File: src/rtl/enemy_fire_ctrl.sv
// Enemy shot scheduler: waits a fixed period, picks a pseudo-random column and fires
// from the lowest living enemy in it, then waits for the munition to report busy.
module enemy_fire_ctrl #(
    parameter int          LINHAS    = 1,
    parameter int          COLUNAS   = 2,
    parameter int          PERIODO   = 5_000_000,
    parameter int          HOLD_MAX  = 16,
    parameter logic [15:0] LFSR_SEED = 16'hACE1
) (
    input  logic                      clk,
    input  logic                      reset,
    input  logic                      enable,
    input  logic [LINHAS*COLUNAS-1:0] vivo_inimigo,
    input  logic                      shot_busy,
    output logic                      shot_req,
    output logic [9:0]                ID_enemy_tiro_X,
    output logic [9:0]                ID_enemy_tiro_Y
);

    localparam int CW = (COLUNAS > 1) ? $clog2(COLUNAS) : 1;
    localparam int SW = $clog2(COLUNAS + 1);
    localparam int HW = $clog2(HOLD_MAX + 1);

    typedef enum logic [2:0] {StIdle, StWait, StPick, StFire, StHold} state_t;

    state_t        r_state, w_state_nxt;
    logic [31:0]   r_timer, w_timer_nxt;
    logic [15:0]   r_lfsr, w_lfsr_nxt;
    logic [CW-1:0] r_col, w_col_nxt;
    logic [SW-1:0] r_scan, w_scan_nxt;
    logic [HW-1:0] r_hold, w_hold_nxt;
    logic [9:0]    r_id_x, w_id_x_nxt;
    logic [9:0]    r_id_y, w_id_y_nxt;

    logic          w_hit;
    logic [9:0]    w_hit_x;
    logic [9:0]    w_hit_y;
    logic [CW-1:0] w_lfsr_col;

    // Ascending row scan: the last match is the highest row, i.e. lowest on screen.
    always_comb begin
        w_hit   = 1'b0;
        w_hit_x = '0;
        w_hit_y = '0;
        for (int k = 0; k < LINHAS; k++) begin
            for (int c = 0; c < COLUNAS; c++) begin
                if (r_col == CW'(c) && vivo_inimigo[k*COLUNAS+c]) begin
                    w_hit   = 1'b1;
                    w_hit_x = 10'(k * COLUNAS + c);
                    w_hit_y = 10'(k);
                end
            end
        end
    end

    always_comb begin
        w_lfsr_col  = CW'(32'(r_lfsr) % 32'(COLUNAS));
        w_lfsr_nxt  = {1'b0, r_lfsr[15:1]} ^ (r_lfsr[0] ? 16'hB400 : 16'h0000);
        w_state_nxt = r_state;
        w_timer_nxt = r_timer;
        w_col_nxt   = r_col;
        w_scan_nxt  = r_scan;
        w_hold_nxt  = r_hold;
        w_id_x_nxt  = r_id_x;
        w_id_y_nxt  = r_id_y;
        if (!enable) begin
            w_state_nxt = StIdle;
        end else begin
            unique case (r_state)
                StIdle: begin
                    w_state_nxt = StWait;
                    w_timer_nxt = 32'(PERIODO - 1);
                end
                StWait: begin
                    if (r_timer != 32'd0) begin
                        w_timer_nxt = r_timer - 32'd1;
                    end else if (!shot_busy) begin
                        w_state_nxt = StPick;
                        w_col_nxt   = w_lfsr_col;
                        w_scan_nxt  = '0;
                    end
                end
                StPick: begin
                    if (w_hit) begin
                        w_state_nxt = StFire;
                        w_id_x_nxt  = w_hit_x;
                        w_id_y_nxt  = w_hit_y;
                    end else if (r_scan == SW'(COLUNAS - 1)) begin
                        w_state_nxt = StWait;
                        w_timer_nxt = 32'(PERIODO - 1);
                    end else begin
                        w_col_nxt  = (r_col == CW'(COLUNAS - 1)) ? '0 : r_col + 1'b1;
                        w_scan_nxt = r_scan + 1'b1;
                    end
                end
                StFire: begin
                    w_state_nxt = StHold;
                    w_hold_nxt  = '0;
                end
                StHold: begin
                    if (shot_busy || r_hold == HW'(HOLD_MAX - 1)) begin
                        w_state_nxt = StWait;
                        w_timer_nxt = 32'(PERIODO - 1);
                    end else begin
                        w_hold_nxt = r_hold + 1'b1;
                    end
                end
                default: w_state_nxt = StIdle;
            endcase
        end
    end

    always_ff @(posedge clk) begin
        if (reset) begin
            r_state <= StIdle;
            r_timer <= 32'd0;
            r_lfsr  <= LFSR_SEED;
            r_col   <= '0;
            r_scan  <= '0;
            r_hold  <= '0;
            r_id_x  <= '0;
            r_id_y  <= '0;
        end else begin
            r_state <= w_state_nxt;
            r_timer <= w_timer_nxt;
            r_lfsr  <= w_lfsr_nxt;
            r_col   <= w_col_nxt;
            r_scan  <= w_scan_nxt;
            r_hold  <= w_hold_nxt;
            r_id_x  <= w_id_x_nxt;
            r_id_y  <= w_id_y_nxt;
        end
    end

    // Gated by reset so an in-cycle reset during FIRE suppresses the pulse.
    assign shot_req        = (r_state == StFire) && enable && !reset;
    assign ID_enemy_tiro_X = r_id_x;
    assign ID_enemy_tiro_Y = r_id_y;

endmodule

File: config.mk
export PLATFORM = sky130hd
export DESIGN_NAME = enemy_fire_ctrl
export DESIGN_NICKNAME = d
export VERILOG_FILES = /design/src/rtl/enemy_fire_ctrl.sv
export SDC_FILE = /design/constraint.sdc
export NUM_CORES = 1
export LEC_CHECK = 0
export BUFFER_PORTS_ARGS = -buffer_cell sky130_fd_sc_hd__buf_2
export CAP_MARGIN = 20
export CELL_PAD_IN_SITES_DETAIL_PLACEMENT = 0
export CELL_PAD_IN_SITES_GLOBAL_PLACEMENT = 1
export CORE_UTILIZATION = 45
export DETAILED_ROUTE_END_ITERATION = 10
export GPL_TIMING_DRIVEN = 0
export PLACE_DENSITY_LB_ADDON = 0.1
export SLEW_MARGIN = 10
export SYNTH_ARGS = -nofsm -noshare
export SYNTH_HDL_FRONTEND = slang
export SYNTH_SLANG_ARGS = --single-unit
File: constraint.sdc
create_clock -name clk -period 2.8 [get_ports clk]
set_input_delay 0.14 -clock clk [delete_from_list [all_inputs] [get_ports clk]]
set_output_delay 0.14 -clock clk [all_outputs]
set_load 0.005 [all_outputs]
==> results of run 1 <==
## power by group
group	leakage (nW)	switching (W)	internal [W]	total [W]
clock network	0.100	0.000376	0.000415	0.000791
registers	0.492	0.0000299	0.000894	0.000924
logic	0.701	0.000158	0.000110	0.000268
total	1.29	0.000564	0.00142	0.00198
## critical path, stage by stage (launching register included)
cell	delay [ns]
dfxtp_1	0.35
or4_4	0.59
or4_4	0.51
nor4_4	0.32
clkbuf_2	0.31
buf_4	0.24
o31ai_1	0.09
a31oi_1	0.16
## Yosys cell counts (4+ instances only)
library cell,n,share of area
a21oi_1,21,0.035
o31ai_1,16,0.040
nor2b_1,8,0.017
a31oi_1,11,0.023
clkbuf_1,14,0.017
or3_1,11,0.023
nor4_1,14,0.029
nor2_1,10,0.012
dfxtp_1,60,0.40
or4_1,17,0.042
nor3_1,4,0.0067
or2_2,11,0.023
nand2_1,28,0.035
buf_4,20,0.050
mux2i_1,10,0.033
nand4_1,4,0.0083
o21ai_0,4,0.0067
inv_1,9,0.011
and3_1,4,0.0083
or4_4,4,0.015
nand2b_1,10,0.021
nand3_1,10,0.017
ha_1,4,0.017
## sequential cells by signal (all words and copies together), names as in the netlist
| register | flops |
|---|---|
| r_lfsr | 16 |
| ID_enemy_tiro_X | 1 |
| r_scan | 2 |
| r_col | 1 |
| r_timer | 32 |
| r_state | 3 |
| r_hold | 5 |
## logic make-up after synthesis
kind of cell | count (synthesis)
buffers and inverters | 46
adder cells (fa/ha/maj) | 4
AND/OR/NAND/NOR | 147
AO/OA/AOI/OAI | 68
other | 1
XOR/XNOR | 6
multiplexers | 11
flip-flops | 60
## final timing paths
path / slack [ns] / end / cells past startpoint
min: 0.09 / ID_enemy_tiro_X[0] / 3
min reg2reg: 0.42 / r_lfsr[6] / 1
max reg2reg: 0.16 / r_timer[9] / 7
max: 0.16 / r_timer[9] / 7
## per-stage QoR
stage / std cells / area, sq um / util
after detailed placement: 445 / 3210 / 0.502
after global routing: 461 / 3480 / 0.545
after global placement: 445 / 3210 / 0.502
after CTS: 461 / 3410 / 0.534
final: 461 / 3480 / 0.545
after floorplan: 361 / 3070 / -
## repair_timing
action	CTS	global route
pin swaps	0	1
gates resized for setup	2	10
setup buffers	0	0
setup endpoints to repair	20	36
## layout make-up
cell class,instances,area share
Clock inverter,7,0.0212
Buffer,37,0.0626
Timing Repair Buffer,7,0.0101
Clock buffer,9,0.0356
Tap cell,77,0.0277
Multi-Input combinational cell,255,0.488
Inverter,9,0.00971
Sequential cell,60,0.345
## layer usage
metal,part of all wire,global-route usage
met4,0.026,0.112
met5,0,0
met3,0.039,0.0524
met2,0.46,0.313
met1,0.47,0.267
==> flow_summary_export.csv, run 1 <==
group,metric,value,unit
power_and_ir_drop,totalPowerFinal,0.00198,W
final_layout,num_antenna_cells,0,
setup_path,startpoint,"r_timer[19]",
grt,grt_pass1_wl,11300,um
grt,grt_pass1_vias,2348,
timing,period_share,0.944,
final_layout,layout_common_cells,"dfxtp_1, nand2_1, buf_4",
timing,finalSetupTns,0,ns
final_layout,drive_gt1_frac,0.201,
place,io_buffer_count,7,
grt,globalRoute.totalOverflow,0,
yosys,ys.flop_type,"dfxtp_1",
timing,drv_slew,0,
power_and_ir_drop,power_per_cell_area,570,mW/mm^2
setup_path,arrival,2.90,ns
place,gp_congestion,0.798,
timing,skew,0.0131,ns
yosys,synth_compound_area_frac,0.154,
timing,hold_slack,0.0924,ns
final_layout,syn2layout_area_growth,15.7,%
yosys,synth_xor_area_frac,0.0175,
timing,setup_ws,0.157,ns
final_layout,regArea,0.00120,sq mm
outcome,run_status,"finished clean",
setup_path,crit_path_end_kind,"flop",
yosys,synth_fa_ha_area_frac,0.0166,
setup_path,crit_fanout,10,
floorplanning,die_w,83.7,um
timing,timing.fmax,378,MHz
yosys,yosys.area_share.simple,0.291,
clock_tree,clk_pin_slew,0.07,ns
yosys,synth_cells,343,
setup_path,r2r-start,"r_timer[19]",
clock_tree,clk_path_buf_depth,2,
yosys,synth.distinct_cells,49,
yosys,ys_warn_count,0,
timing,grt_setup_unrepaired,"no",
clock_tree,cts_inserted_buffers,9,
yosys,synth-seq-cells,60,
yosys,netlist_area,0.00301,sq mm
clock_tree,cts_root_buf,"clkbuf_8",
yosys,synth-edff-count,0,
drt,dr.pass1.iters,4,
drt,final_antenna_net_count,0,
yosys,yosysSeqAreaShare,0.400,
setup_path,crit_type,"flop to flop",
yosys,synth_top_family_by_area,"simple AND/OR/NAND/NOR gates",
power_and_ir_drop,worst_ir_drop_vdd,0.414,mV
final_layout,mostFrequentLayoutCell,"dfxtp_1",
floorplanning,die_y,83.7,um
floorplanning,fp.coreArea,0.00639,sq mm
drt,drt_iter0_drc,89,
floorplanning,die-area,0.00701,sq mm
timing,hold_viol,0,
run,drv_cap,0,
final_layout,final_nets,389,
drt,routed_wl,6840,um
yosys,synth.area.mux_share,0.0370,
setup_path,worst_ep_required_time,3.06,ns
final_layout,n_fill_cell,602,
timing,setup_viol_count_final,0,
clock_tree,cts_tree,"yes",
floorplanning,core.rowCount,29,
drt,routedWlPerCell,14.8,um
hold_path,hold_start,"vivo_inimigo[1]",
clock_tree,clock_latency,0.34,ns
power_and_ir_drop,p_leak,1.29,nW
floorplanning,ios,27,
grt,grt_max_degree,13,
grt,grt_use_total,0.206,
clock_tree,clkSinkCount,60,
clock_tree,cts-htree-levels,3,
place,dp_slack,-0.284,ns
timing,tightestPinTransition,0.654,ns
drt,remaining_drc_errors,0,
drt,via_per_inst,5.64,
timing,layout_min_cycle_time,2.64,ns
setup_path,start_kind,"flop",
yosys,async_reset_ff_frac,0,
final_layout,multi_input_area,0.00170,sq mm
drt,vias,2600,
grt,grt_antenna_before_repair,0,
clock_tree,cts-hold-fix-buffers,0,
yosys,syn_area_per_cell,8.77,sq um
floorplanning,initial_utilization,0.471,
hold_path,hp-class,"input port to flop",
place,hpwl,4670,um
timing,slew_headroom,0.560,
(Power assumes the default switching activity.)
==> run 2: changes to the inputs <==
CORE_UTILIZATION = 48   (was 45)
clock period = 3.19 ns   (was 2.8 ns; I/O delays follow)
==> run 2 against run 1 <==
Count of clock-buffer cells in the layout unchanged; sequential cell count stayed put; final cell count is 0.43% lower; clock power shrank 2.5%; clock skew decreased by 0.0028 ns; register-to-register slack improved by 0.23 ns; worst setup slack better by 0.23 ns; non-clock buffer count stayed put; sequential power down 12%; via count down 1.2%; critical endpoint is now r_timer[31]; largest power group unchanged; highest routed layer unchanged.
==> flow_summary_export.csv, run 2 (synthesis results as in run 1) <==
group,metric,value,unit
drt,via_per_inst,5.60,
clock_tree,cts_inserted_buffers,9,
setup_path,setup.worst_path.end,"r_timer[31]",
final_layout,largest_reg_flops,32,
setup_path,arrival,3.08,ns
final_layout,n_fill_cell,559,
power_and_ir_drop,sw_frac_of_total,0.267,
grt,grt_use_total,0.225,
timing,timing.fmax,356,MHz
place,io_buffer_count,7,
floorplanning,die_y,81.1,um
power_and_ir_drop,power_frac_seq,0.449,
drt,final_antenna_net_count,0,
setup_path,path_common_cell,"clkbuf_1",
place,gp_congestion,0.800,
timing,grt_setup_unrepaired,"no",
grt,globalRoute.totalOverflow,0,
clock_tree,cts_root_buf,"clkbuf_8",
setup_path,critical-path-top-delay-family,"compound AO/OA/AOI/OAI gates",
power_and_ir_drop,combinationalPowerShare,0.124,
clock_tree,cts-htree-levels,3,
drt,routedWlPerCell,14.4,um
clock_tree,cts-hold-fix-buffers,0,
setup_path,slowest_delay,0.70,ns
power_and_ir_drop,clkPwrFrac,0.427,
final_layout,regMostFlops,"r_timer",
timing,layout_min_cycle_time,2.81,ns
grt,grt_max_degree,13,
power_and_ir_drop,internal_power,0.00132,W
outcome,run_status,"finished clean",
setup_path,crit_path_end_kind,"flop",
setup_path,ff2ff_path_depth,7,
setup_path,reg2reg_slack,0.38,ns
drt,remaining_drc_errors,0,
clock_tree,clk_pin_slew,0.08,ns
timing,period_share,0.880,
power_and_ir_drop,p_leak,1.30,nW
power_and_ir_drop,power_switching,0.000483,W
place,hpwl,4490,um
timing,hold_viol,0,
drt,dr.pass1.iters,4,
setup_path,rr_endpoint,"r_timer[31]",
grt,grt_pass1_wl,11100,um
timing,drv_slew,0,
clock_tree,clock_latency,0.35,ns
setup_path,crit_type,"flop to flop",
setup_path,path_buf_inv,2,
run,drv_cap,0,
timing,finalSetupTns,0,ns
timing,setup_viol_count_final,0,
setup_path,cp.depth,7,
clock_tree,clk_path_buf_depth,2,
timing,hold_slack,0.0935,ns
setup_path,cp_slowest_cell,"a21oi_1",
floorplanning,core.rowCount,28,
setup_path,worstPathCellList,"clkbuf_1, nor3b_1, a211oi_1, a21oi_1, clkbuf_1, nand2_1, mux2i_1",
floorplanning,ios,27,
timing,tightestPinTransition,0.821,ns
final_layout,final_nets,389,
power_and_ir_drop,worst_ir_drop_vdd,0.358,mV
timing,slew_headroom,0.453,
grt,grt_antenna_before_repair,0,
clock_tree,clkSinkCount,60,
power_and_ir_drop,power_per_cell_area,525,mW/mm^2
floorplanning,initial_utilization,0.502,
setup_path,start_kind,"flop",
setup_path,r2r-start,"r_state[1]",
floorplanning,die_w,81.1,um
setup_path,startpoint,"r_state[1]",
final_layout,mostFrequentLayoutCell,"dfxtp_1",
drt,routed_wl,6610,um
final_layout,drive_gt1_frac,0.182,
grt,grt_pass1_vias,2361,
final_layout,layout_common_cells,"dfxtp_1, nand2_1, a21oi_1",
final_layout,syn2layout_area_growth,14.4,%
setup_path,worst_ep_required_time,3.46,ns
clock_tree,cts_tree,"yes",
hold_path,hp-class,"input port to flop",
drt,drt_iter0_drc,109,
final_layout,top_regs,"r_timer (32), r_lfsr (16), r_hold (5)",
final_layout,num_antenna_cells,0,
floorplanning,fp.coreArea,0.00599,sq mm
drt,vias,2570,
timing,skew,0.0104,ns
setup_path,crit_fanout,10,
floorplanning,die-area,0.00658,sq mm
-- run 2: cell count changes in the layout (fill, tap and decap cells not counted), moves of 2 or more --
cell      before  now
a21oi_1       19   21
clkinv_4       1    3
nand3_1        8   10
nand3_2        2    0
nor4_1        11   13
-- run 2: final cells by class --
| cell class | instances | area (sq um) | share of cell area |
|---|---|---|---|
| inverters | 9 | 33.8 | 0.00982 |
| repair buffers | 7 | 35.0 | 0.0102 |
| plain buffers | 37 | 218 | 0.0633 |
| flip-flops and latches | 60 | 1200 | 0.349 |
| clock inverters | 7 | 100 | 0.0291 |
| multi-input cells | 255 | 1630 | 0.475 |
| clock buffers | 9 | 124 | 0.0360 |
| well taps | 75 | 93.8 | 0.0273 |
-- run 2: worst min-delay path: cells and delay by family --
kind	cells	cell delay [ns]
AOI/OAI and AO/OA	1	0.05
buffers and inverters	1	0.11
and+or+nand+nor	1	0.08
-- run 2: worst min-delay path by stage --
stage                          from            endpoint  slack [ns]  cells past startpoint
floorplan                     reset          r_lfsr[10]        0.31                      2
global placement          r_lfsr[7]           r_lfsr[6]        0.39                      1
detailed placement        r_lfsr[1]           r_lfsr[0]        0.39                      1
CTS                 vivo_inimigo[1]  ID_enemy_tiro_X[0]        0.09                      3
global route        vivo_inimigo[1]  ID_enemy_tiro_X[0]        0.10                      3
finish              vivo_inimigo[1]  ID_enemy_tiro_X[0]        0.09                      3
-- run 2: what timing repair did --
action	4_1_cts	5_1_grt
gates resized for setup	0	2
endpoints found under the setup margin	0	17
buffers inserted	0	0
hold endpoints to repair	0	0
-- run 2: power by group through the flow --
stage / Combinational (W) / Clock, W / Sequential (W)
floorplan: 0.000173 / 0 / 0.000819
global placement: 0.000218 / 0 / 0.000825
detailed placement: 0.000221 / 0 / 0.000826
CTS: 0.000222 / 0.000783 / 0.000810
global route: 0.000252 / 0.000817 / 0.000816
finish: 0.000224 / 0.000771 / 0.000811
-- run 2: per-stage QoR --
step	power [W]	utilization	instances	cell area [sq um]	setup slack (ns)
after CTS	0.00181	0.572	459	3430	0.157
final	0.00181	0.574	459	3440	0.384
after detailed placement	0.00105	0.535	443	3200	0.177
after global routing	0.00189	0.574	459	3440	0.122
after floorplan	0.000993	-	361	3070	0.811
after global placement	0.00104	0.535	443	3200	0.221
-- run 2: per-layer routing --
| layer | vias to the layer above | share of wire | track usage | wire [um] |
|---|---|---|---|---|
| met3 | 9 | 0.043 | 0.0708 | 283 |
| met1 | 1213 | 0.49 | 0.280 | 3220 |
| met5 | - | 0 | 0 | 0 |
| met2 | 45 | 0.46 | 0.357 | 3020 |
| li1 | 1303 | - | - | - |
| met4 | 0 | 0.012 | 0.0946 | 82 |
==> run 3: changes to the inputs <==
RECOVER_POWER = 25   (was default)
==> run 3 against run 2 <==
Critical path depth stayed put; worst setup slack stayed put; sequential share of layout area hardly changed; clock power hardly changed; first-iteration DRC count stayed put; sequential power hardly changed; die area stayed put; wire length hardly changed.
==> flow_summary_export.csv, run 3 (synthesis results as in run 1) <==
group,metric,value,unit
outcome,run_status,"finished clean",
clock_tree,cts_inserted_buffers,9,
clock_tree,clock_latency,0.35,ns
final_layout,drive_gt1_frac,0.180,
drt,drt_iter0_drc,109,
clock_tree,clk_pin_slew,0.08,ns
place,gp_congestion,0.800,
floorplanning,die_y,81.1,um
final_layout,layout.cells.non_filler,459,
drt,vias,2570,
clock_tree,clkSinkCount,60,
timing,tightestPinTransition,0.821,ns
timing,finalSetupTns,0,ns
grt,grt_use_total,0.225,
run,drv_cap,0,
place,io_buffer_count,7,
setup_path,crit_path_end_kind,"flop",
floorplanning,initial_utilization,0.502,
setup_path,crit_type,"flop to flop",
setup_path,start_kind,"flop",
timing,drv_slew,0,
hold_path,whs_endpoint,"ID_enemy_tiro_X[0]",
hold_path,hp-class,"input port to flop",
final_layout,top_regs,"r_timer (32), r_lfsr (16), r_hold (5)",
clock_tree,clk_path_buf_depth,2,
place,dp_cells,443,
timing,grt_setup_unrepaired,"no",
setup_path,ff2ff_path_depth,7,
final_layout,syn2layout_area_growth,14.4,%
floorplanning,ios,27,
drt,routed_wl,6610,um
setup_path,crit_fanout,10,
drt,routedWlPerCell,14.4,um
setup_path,reg2reg_slack,0.38,ns
place,placed_cell_area,0.00320,sq mm
drt,via_per_inst,5.60,
hold_path,holdPathStages,3,
place,hpwl,4490,um
place,dp_slack,0.177,ns
setup_path,worst_ep_required_time,3.46,ns
grt,grt_antenna_before_repair,0,
grt,grt_pass1_vias,2361,
timing,setup_viol_count_final,0,
floorplanning,core.rowCount,28,
final_layout,fin_area,0.00344,sq mm
grt,grt_pass1_wl,11100,um
timing,period_share,0.880,
final_layout,layout_common_cells,"dfxtp_1, nand2_1, a21oi_1",
timing,timing.fmax,356,MHz
timing,skew,0.0104,ns
power_and_ir_drop,power_per_cell_area,525,mW/mm^2
setup_path,r2r-start,"r_state[1]",
drt,remaining_drc_errors,0,
power_and_ir_drop,p_leak,1.29,nW
final_layout,n_fill_cell,560,
timing,layout_min_cycle_time,2.81,ns
setup_path,rr_endpoint,"r_timer[31]",
drt,dr.pass1.iters,4,
power_and_ir_drop,worst_ir_drop_vdd,0.358,mV
drt,final_antenna_net_count,0,
timing,slew_headroom,0.453,
clock_tree,cts_tree,"yes",
timing,setup_ws,0.384,ns
timing,hold_viol,0,
setup_path,arrival,3.08,ns
floorplanning,die_w,81.1,um
final_layout,regMostFlops,"r_timer",
clock_tree,cts_root_buf,"clkbuf_8",
final_layout,num_antenna_cells,0,
hold_path,hold_start,"vivo_inimigo[1]",
final_layout,final_nets,389,
floorplanning,die-area,0.00658,sq mm
final_layout,largest_reg_flops,32,
grt,globalRoute.totalOverflow,0,
grt,grt_max_degree,13,
final_layout,mostFrequentLayoutCell,"dfxtp_1",
clock_tree,cts-htree-levels,3,
floorplanning,fp.coreArea,0.00599,sq mm
[run 3: changes by cell type in the layout (fill, tap and decap cells not counted), sizes merged]
cell,change
clkbuf,+1
buf,-1
[run 3: final cells by class]
cell class	count	area [sq um]	share of cell area
buffer	37	218	0.0633
clock buffer	9	124	0.0360
clock inverter	7	100	0.0291
inverter	9	33.8	0.00983
multi-input combinational	255	1630	0.475
sequential	60	1200	0.349
tap	75	93.8	0.0273
timing repair buffer	7	33.8	0.00983
[run 3: worst max-delay path by stage]
stage	startpoint	to	slack [ns]	depth (start not counted)
after floorplan	r_hold[0]	r_timer[6]	0.81	9
after global placement	r_hold[0]	r_timer[21]	0.22	9
after detailed placement	r_hold[0]	r_timer[10]	0.18	9
after CTS	r_hold[0]	r_timer[20]	0.16	9
after global routing	r_hold[0]	r_timer[15]	0.12	9
final	r_state[1]	r_timer[31]	0.38	7
[run 3: per-stage QoR]
stage               hold slack (ns)   util  total power, W
detailed placement            0.395  0.535         0.00105
global placement              0.393  0.535         0.00104
finish                       0.0935  0.574         0.00181
CTS                          0.0928  0.572         0.00181
floorplan                     0.308      -        0.000993
global route                  0.101  0.574         0.00189
[run 3: per-layer routing]
metal | vias to the layer above | part of all wire | track usage
met5 | - | 0 | 0
met4 | 0 | 0.012 | 0.0946
met1 | 1213 | 0.49 | 0.280
met2 | 45 | 0.46 | 0.357
li1 | 1303 | - | -
met3 | 9 | 0.043 | 0.0708
[run 3: power breakdown]
group	internal, W	switching [W]	total, W
clock network	0.000445	0.000327	0.000771
registers	0.000785	0.0000258	0.000811
logic	0.0000936	0.000131	0.000224
[run 3: what timing repair did]
item	in CTS	in global routing
hold buffers	0	0
setup endpoints to repair	0	17
resized for setup	0	2
setup buffers	0	0
[run 3: critical path: stages, from the launching register on]
cell and delay (ns):
dfxtp_1 0.31, clkbuf_1 0.33, nor3b_1 0.55, a211oi_1 0.19, a21oi_1 0.70, clkbuf_1 0.41, nand2_1 0.09, mux2i_1 0.13
